$ cat src/rtl/jtag_tap_controller.sv
// IEEE 1149.1 TAP controller with a 4-bit IR, 32-bit ID register, 1-bit bypass
// and a 26-bit boundary-scan shift chain; TDO and the active IR change on falling TCK.
module jtag_tap_controller #(
    parameter logic [31:0] IDCODE   = 32'h0000_0001,
    parameter int          IR_WIDTH = 4
) (
    input  logic        tck_i,
    input  logic        trst_n_i,
    input  logic        tms_i,
    input  logic        tdi_i,
    output logic        tdo_o,
    output logic        tdo_oe_o,
    input  logic [25:0] capture_data_i,
    output logic [25:0] update_data_o,
    output logic        update_o,
    output logic        ir_sample_preload_o,
    output logic        ir_extest_o,
    output logic        ir_intest_o,
    output logic        ir_clamp_o
);

    localparam logic [IR_WIDTH-1:0] OP_EXTEST  = 4'b0000;
    localparam logic [IR_WIDTH-1:0] OP_SAMPLE  = 4'b0001;
    localparam logic [IR_WIDTH-1:0] OP_INTEST  = 4'b0010;
    localparam logic [IR_WIDTH-1:0] OP_CLAMP   = 4'b0011;
    localparam logic [IR_WIDTH-1:0] OP_IDCODE  = 4'b1110;
    localparam logic [IR_WIDTH-1:0] IR_CAPTURE = 4'b0101;

    typedef enum logic [3:0] {
        ST_TLR, ST_RTI,
        ST_SEL_DR, ST_CAP_DR, ST_SHIFT_DR, ST_EXIT1_DR, ST_PAUSE_DR, ST_EXIT2_DR, ST_UPD_DR,
        ST_SEL_IR, ST_CAP_IR, ST_SHIFT_IR, ST_EXIT1_IR, ST_PAUSE_IR, ST_EXIT2_IR, ST_UPD_IR
    } tap_state_e;

    tap_state_e          state, state_next;
    logic [IR_WIDTH-1:0] ir_shift, ir_active;
    logic [25:0]         bsr;
    logic [31:0]         idr;
    logic                byp;
    logic                sel_bsr, sel_id, dr_lsb;

    // NOTE: asynchronous reset, non-blocking assignments for every flop.
    always_ff @(posedge tck_i or negedge trst_n_i) begin
        if (!trst_n_i) state <= ST_TLR;
        else           state <= state_next;
    end

    // NOTE: next state defaults to the current state so no path can infer a latch.
    always_comb begin
        state_next = state;
        case (state)
            ST_TLR:      state_next = tms_i ? ST_TLR      : ST_RTI;
            ST_RTI:      state_next = tms_i ? ST_SEL_DR   : ST_RTI;
            ST_SEL_DR:   state_next = tms_i ? ST_SEL_IR   : ST_CAP_DR;
            ST_CAP_DR:   state_next = tms_i ? ST_EXIT1_DR : ST_SHIFT_DR;
            ST_SHIFT_DR: state_next = tms_i ? ST_EXIT1_DR : ST_SHIFT_DR;
            ST_EXIT1_DR: state_next = tms_i ? ST_UPD_DR   : ST_PAUSE_DR;
            ST_PAUSE_DR: state_next = tms_i ? ST_EXIT2_DR : ST_PAUSE_DR;
            ST_EXIT2_DR: state_next = tms_i ? ST_UPD_DR   : ST_SHIFT_DR;
            ST_UPD_DR:   state_next = tms_i ? ST_SEL_DR   : ST_RTI;
            ST_SEL_IR:   state_next = tms_i ? ST_TLR      : ST_CAP_IR;
            ST_CAP_IR:   state_next = tms_i ? ST_EXIT1_IR : ST_SHIFT_IR;
            ST_SHIFT_IR: state_next = tms_i ? ST_EXIT1_IR : ST_SHIFT_IR;
            ST_EXIT1_IR: state_next = tms_i ? ST_UPD_IR   : ST_PAUSE_IR;
            ST_PAUSE_IR: state_next = tms_i ? ST_EXIT2_IR : ST_PAUSE_IR;
            ST_EXIT2_IR: state_next = tms_i ? ST_UPD_IR   : ST_SHIFT_IR;
            ST_UPD_IR:   state_next = tms_i ? ST_SEL_DR   : ST_RTI;
            default:     state_next = ST_TLR;
        endcase
    end

    // DR selection and the LSB of whichever register is currently on the scan path.
    always_comb begin
        sel_bsr = (ir_active == OP_EXTEST) || (ir_active == OP_SAMPLE) ||
                  (ir_active == OP_INTEST);
        sel_id  = (ir_active == OP_IDCODE);
        if (sel_bsr)     dr_lsb = bsr[0];
        else if (sel_id) dr_lsb = idr[0];
        else             dr_lsb = byp;
    end

    always_ff @(posedge tck_i or negedge trst_n_i) begin
        if (!trst_n_i) begin
            ir_shift <= IR_CAPTURE;
            bsr      <= '0;
            idr      <= IDCODE;
            byp      <= 1'b0;
        end else begin
            case (state)
                ST_CAP_IR:   ir_shift <= IR_CAPTURE;
                ST_SHIFT_IR: ir_shift <= {tdi_i, ir_shift[IR_WIDTH-1:1]};
                ST_CAP_DR: begin
                    if (sel_bsr)     bsr <= capture_data_i;
                    else if (sel_id) idr <= IDCODE;
                    else             byp <= 1'b0;
                end
                ST_SHIFT_DR: begin
                    if (sel_bsr)     bsr <= {tdi_i, bsr[25:1]};
                    else if (sel_id) idr <= {tdi_i, idr[31:1]};
                    else             byp <= tdi_i;
                end
                default: ;
            endcase
        end
    end

    // Falling-edge side: instruction update and the TDO driver.
    always_ff @(negedge tck_i or negedge trst_n_i) begin
        if (!trst_n_i) begin
            ir_active <= OP_IDCODE;
            tdo_o     <= 1'b0;
            tdo_oe_o  <= 1'b0;
        end else begin
            if (state == ST_TLR)         ir_active <= OP_IDCODE;
            else if (state == ST_UPD_IR) ir_active <= ir_shift;
            tdo_o    <= (state == ST_SHIFT_IR) ? ir_shift[0] :
                        (state == ST_SHIFT_DR) ? dr_lsb : 1'b0;
            tdo_oe_o <= (state == ST_SHIFT_IR) || (state == ST_SHIFT_DR);
        end
    end

    assign update_data_o       = bsr;
    assign update_o            = (state == ST_UPD_DR) && sel_bsr;
    assign ir_extest_o         = (ir_active == OP_EXTEST);
    assign ir_sample_preload_o = (ir_active == OP_SAMPLE);
    assign ir_intest_o         = (ir_active == OP_INTEST);
    assign ir_clamp_o          = (ir_active == OP_CLAMP);

endmodule

$ cat config.mk
export PLATFORM = sky130hd
export DESIGN_NAME = jtag_tap_controller
export DESIGN_NICKNAME = d
export VERILOG_FILES = /design/src/rtl/jtag_tap_controller.sv
export SDC_FILE = /design/constraint.sdc
export NUM_CORES = 1
export LEC_CHECK = 0
export ABC_AREA = 1
export BUFFER_PORTS_ARGS = -buffer_cell sky130_fd_sc_hd__buf_4
export CORE_UTILIZATION = 55
export DETAILED_ROUTE_END_ITERATION = 6
export GPL_TIMING_DRIVEN = 0
export PLACE_DENSITY = 0.79
export SLEW_MARGIN = 20
export SYNTH_ARGS = -nofsm -noshare
export SYNTH_HDL_FRONTEND = slang
export SYNTH_SLANG_ARGS = --single-unit
$ cat constraint.sdc
create_clock -name tck_i -period 1.8 [get_ports tck_i]
set_input_delay 0.09 -clock tck_i [delete_from_list [all_inputs] [get_ports tck_i]]
set_output_delay 0.09 -clock tck_i [all_outputs]
set_load 0.01 [all_outputs]
==> reports/results.ini, run 1 <==
[layout]
n_antenna_cell = 0
final.fill_count = 380
flow.area_growth_from_synthesis_pct = 37.5
instances_no_fill = 622
drive_above_1_share_pct = 45.2
most-common-layout-cells = nand2_1, buf_4, dfrtp_1
final_net_count = 573
fin_area_mm2 = 0.00490
final_common_cell = nand2_1

[setup_path]
crit_required_ps = 2070
worstRegToRegCells = 8
setup.worst_path.start_class = flop
timing.critical_path.cells = inv_4 -> nor3_4 -> buf_4 -> buf_6 -> nor2_4 -> nand2_1 -> nand2_1 -> nand2_1
critical_path.reg2reg.endpoint = byp
timing.critical_path.slowest_cell_delay_ps = 600
path_max_fanout = 5
critPathCaptureType = flop
crit_top_cell = nand2_1
critical_path_slowest_stage_cell = dfstp_2
cp.buffers_inverters = 3
r2r_slack_ps = -620
cp.depth = 8
worst-setup-path-type = reg -> reg
cp-startpoint = ir_active[1]
worst_r2r_startpoint = ir_active[1]
critical_path.endpoint = byp
arrival_ps = 2690
timing.critical_path.max_delay_family = flip-flops

[place]
dpl.cell_count = 571
dpl.hpwl_um = 5080
globalplace.congestion = 0.846
io_buffers = 62
place_area_mm2 = 0.00422

[worst_hold_path]
hold_class = in -> async

[status]
run_status = complete, but fails checks
violated_checks = DRC, hold timing, setup timing

[global_route]
track_usage_pct = 26.5
grt_use_met3_pct = 5.05
number_of_antenna_violations_at_the_first_check_in_global_routing = 0
most_used_layer_global_route = met2
groute.layer.met1.usage_pct = 34.3
grt_max_degree = 74
gr-total-overflow = 0
met2_usage_pct = 42.6
first_pass_grt_wire_length_um = 13500
grt_pass1_vias = 3004

[sta]
setup_viol = 72
finalMaxSlewViolations = 0
hold_slack_ps = -122
rsz_0062_raised_after_global_routing = true
hold_violations = 64
finClkSkew_ps = 67.4
slew-limit-headroom_pct = 39.3
worstMarginPinSlew_ps = 911
fin_ws_ps = -618

[route]
ant_nets_after_route = 0
initialDrtViolationCount = 256
totalWireLength_um = 9200
drt_drc_violations_left = 2
vias_per_cell = 5.38
detail_route.first_pass.iterations = 7
routed_wire_length_per_instance_um = 14.8
routed-via-count = 3346

[yosys]
synth_nets = 464
postSynthCellCount = 434
post_synth.cell_area_avg_um2 = 8.21
syn-cell-area_mm2 = 0.00356
synth_seq_area_share_pct = 51.5
synthTopCellsByArea = dfrtp_1, nand2_1, o21ai_2
synth-seq-cells = 73
yosys_warnings = 0
ys_types = 27
dominant_cell_type_by_area_after_synthesis = dfrtp_1
synth_top_area_share_pct = 45.0

[clocking]
clk_pin_slew_ps = 70
clk_path_buf_depth = 2
tritoncts_num_sinks = 73
cts_tree = yes
cts_made_buffers = 9
clock-root-buffer = clkbuf_8
h_tree_depth = 3
cts_hold_repair.buffers = 1
insertion_delay_ps = 390

[flow_run]
max_cap_viol_count = 0

[die]
rows = 28
dieHeight_um = 82.5
die_x_um = 82.5
floorplan.initialDensity_pct = 58.4
boundaryPins = 63
coreArea_mm2 = 0.00610
die_area_mm2 = 0.00680

[power_and_ir_drop]
leakage_power_of_the_design_uw = 0.00264
worst_ir_drop_vdd_v = 0.00117
power_per_cell_area_mw_per_mm2 = 1450

[sequential cells by signal, indices dropped and copies added, names as in the netlist]
register and count:
tdo_oe_o 1, update_data_o 26, ir_shift 4, tdo_o 1, ir_active 4, idr 32
byp 1, state 4
[cells in the mapped netlist (all sizes together)]
cell type,number
dfrtn,3
nand4,2
o21bai,1
a21oi,4
clkinv,1
a31oi,1
dfstp,6
o21ai,59
nand3,12
clkbuf,2
inv,45
o22ai,2
nand2,196
buf,15
nor2,17
dfrtp,64
nor3,4
[logic make-up (layout without fill, tap and decap cells)]
| family | after synthesis | after routing | synth area share (%) |
|---|---|---|---|
| and+or+nand+nor | 231 | 232 | 26.9 |
| DFF | 73 | 73 | 51.5 |
| AOI/OAI and AO/OA | 67 | 67 | 12.1 |
| buffers and inverters | 63 | 175 | 9.52 |
[area by class of cell]
cell class,count,area [µm²],share of cell area (%)
multi-input combinational,299,1640,33.4
tap,75,93.8,1.92
sequential,73,1840,37.5
clock buffer,12,176,3.60
buffer,16,180,3.68
inverter,45,199,4.06
clock inverter,6,32.5,0.664
timing repair buffer,96,742,15.1
[power by group]
part	switching, µW	internal [µW]
sequential	400	2120
clock	642	662
combinational	1840	1450
[per-stage QoR]
step                      TNS [ps]  hold WS (ps)  setup slack [ps]  total power, µW  util, %
final                       -37060          -122              -618             7110     80.4
after global routing        -40390         -28.0              -669             7480     80.4
after CTS                   -32440         -80.0              -520             6670     77.7
after detailed placement    -32080           284              -592             4910     69.3
after global placement      -31480           279              -563             4870     69.3
after floorplan             -22490          -206              -391             4050        -
[per-layer routing]
metal,vias to the layer above,share of wire [%]
li1,1562,-
met1,1548,40
met2,187,47
met3,49,8.4
met4,0,4.1
met5,-,0
[worst min path at each step]
stage | startpoint | to | slack, ps | cells after the start
floorplan | trst_n_i | byp | -210 | 0
global placement | trst_n_i | state[2] | 280 | 1
detailed placement | trst_n_i | state[2] | 280 | 1
CTS | trst_n_i | idr[21] | -80 | 1
global route | trst_n_i | state[2] | -30 | 1
finish | trst_n_i | state[2] | -120 | 1
[timing repair]
action                                  CTS  global route
setup buffers                            19            12
resized for setup                        46            27
endpoints found under the hold margin    66            61
endpoints found under the setup margin   72            72
pin swaps                                13            10
gates cloned                              3             0
No activity file was read; power rests on OpenSTA's default activity.
==> run 2: changes to the inputs <==
REMOVE_ABC_BUFFERS = 1   (was default)
clock period = 3.12 ns   (was 1.8 ns; I/O delays follow)
==> run 2 against run 1 <==
The run now ends clean. Critical path depth is 5 lower. Sequential power down 44%. Sequential share of layout area grew 4.4 points. Clock skew down 11 ps. Combinational power shrank 55%. Final area fell by 11%. Total power down 48%. Utilization shrank 8.7 points. First-iteration DRC count decreased by 16%. Global-route usage fell by 2.9 points. Non-clock buffer count fell by 45. Clock-buffer cell count down 1. Largest power group unchanged. Highest routed layer unchanged.
==> reports/results.ini, run 2 (same netlist as run 1, synthesis figures left out) <==
[die]
coreArea_mm2 = 0.00610
boundaryPins = 63
die_area_mm2 = 0.00680
die_x_um = 82.5
floorplan.initialDensity_pct = 58.4
rows = 28
dieHeight_um = 82.5

[layout]
drive_above_1_share_pct = 27.9
largest_register_ffs = 32
instances_no_fill = 581
most-common-layout-cells = nand2_1, dfrtp_1, buf_4
final_net_count = 531
flow.area_growth_from_synthesis_pct = 22.7
final_common_cell = nand2_1
n_antenna_cell = 0
largest_register = idr

[setup_path]
r2r_slack_ps = 40
timing.critical_path.max_delay_family = flip-flops
timing.critical_path.slowest_cell_delay_ps = 560
arrival_ps = 2930
cp.buffers_inverters = 2
path_max_fanout = 5
critPathCaptureType = output port
setup.worst_path.start_class = flop
critical_path_slowest_stage_cell = dfstp_2
worst-setup-path-type = reg -> out
timing.critical_path.cells = inv_1 -> nor3_2 -> buf_4
crit_required_ps = 2960

[sta]
finClkSkew_ps = 56.6
hold_slack_ps = 74.1
slew-limit-headroom_pct = 39.7
finalMaxSlewViolations = 0
worstMarginPinSlew_ps = 904
setup_viol = 0
hold_violations = 0
rsz_0062_raised_after_global_routing = true

[place]
dpl.hpwl_um = 4620
io_buffers = 62
globalplace.congestion = 0.912
dpl.cell_count = 554

[power_and_ir_drop]
worst_ir_drop_vdd_v = 0.000533
leakage_power_of_the_design_uw = 0.00240
power_per_cell_area_mw_per_mm2 = 851

[clocking]
clk_pin_slew_ps = 80
cts_made_buffers = 9
clock-root-buffer = clkbuf_8
insertion_delay_ps = 390
tritoncts_num_sinks = 73
clk_path_buf_depth = 2
h_tree_depth = 3
cts_tree = yes

[global_route]
grt_max_degree = 74
grt_pass1_vias = 2652
gr-total-overflow = 0
number_of_antenna_violations_at_the_first_check_in_global_routing = 0
first_pass_grt_wire_length_um = 11900
track_usage_pct = 23.6

[route]
initialDrtViolationCount = 214
top_signal_layer_used = met4
totalWireLength_um = 7970
routed_wire_length_per_instance_um = 13.7
met3_wirelength_um = 649
detail_route.first_pass.iterations = 4
routed-via-count = 2974
vias_per_cell = 5.12
drt-met1-wl_um = 3500
ant_nets_after_route = 0
drt_drc_violations_left = 0
routed-wl-met2_um = 3720

[flow_run]
max_cap_viol_count = 0

[status]
run_status = complete, no violations

[worst_hold_path]
hold_class = in -> reg

## run 2: changes by cell type in the layout (fill, tap and decap cells not counted), sizes merged
cell,previous run,this run
clkbuf,14,11
buf,109,66
nor2,17,18
nand2,197,198
clkinvlp,1,2
inv,47,48
bufinv,0,1
## run 2: path summary, 6_finish.rpt
path | start | end | cells after the start
worst min-delay path | tdi_i | byp | 3
min in group asynchronous | trst_n_i | update_data_o[8] | 2
worst min register to register | idr[4] | idr[4] | 2
max in group asynchronous | trst_n_i | tdo_o | 2
worst max register to register | ir_active[1] | update_data_o[6] | 7
worst max-delay path | ir_active[1] | ir_intest_o | 3
## run 2: per-layer routing
layer / vias to the layer above / global-route usage [%]
li1: 1478 / -
met1: 1385 / 30.0
met2: 102 / 37.5
met3: 9 / 7.80
met4: 0 / 8.60
met5: - / 0
## run 2: what timing repair did
item | 4_1_cts | 5_1_grt
hold buffers | 1 | 0
cloned | 1 | 3
pin swaps | 2 | 5
endpoints found under the setup margin | 47 | 62
endpoints found under the hold margin | 64 | 0
gates resized for setup | 10 | 2
setup buffers | 0 | 4
## run 2: stage by stage
| stage | cell area [µm²] | utilization [%] | setup TNS (ps) | power [µW] | setup WS [ps] |
|---|---|---|---|---|---|
| global route | 4370 | 71.7 | -534 | 3950 | -47.5 |
| finish | 4370 | 71.7 | 0 | 3720 | 36.4 |
| detailed placement | 3970 | 65.1 | -8800 | 2700 | -375 |
| CTS | 4280 | 70.1 | -1.20 | 3590 | -1.06 |
| floorplan | 3410 | - | -36.5 | 2200 | -36.5 |
| global placement | 3970 | 65.1 | -8220 | 2660 | -343 |
## run 2: area by class of cell
type                       instances  area (µm²)
clock buffer                      11         163
timing repair inverter             1        11.3
clock inverter                     8        71.3
inverter                          45         195
tap                               75        93.8
timing repair buffer              67         531
multi-input combinational        301        1470
sequential                        73        1830
fill                             480        1730
## run 2: worst register-to-register path: stages (launching register included)
cell and delay, ps:
dfstp_2 560, nand2_1 70, nand2_1 150, inv_1 100, nand2_4 190, clkinv_16 140
nand2_1 110, o21ai_2 50
## run 2: report_power, final
part / total [µW] / switching [µW] / internal [µW]
Clock: 817 / 372 / 445
Combinational: 1490 / 892 / 597
Sequential: 1410 / 194 / 1220
Total: 3720 / 1460 / 2260
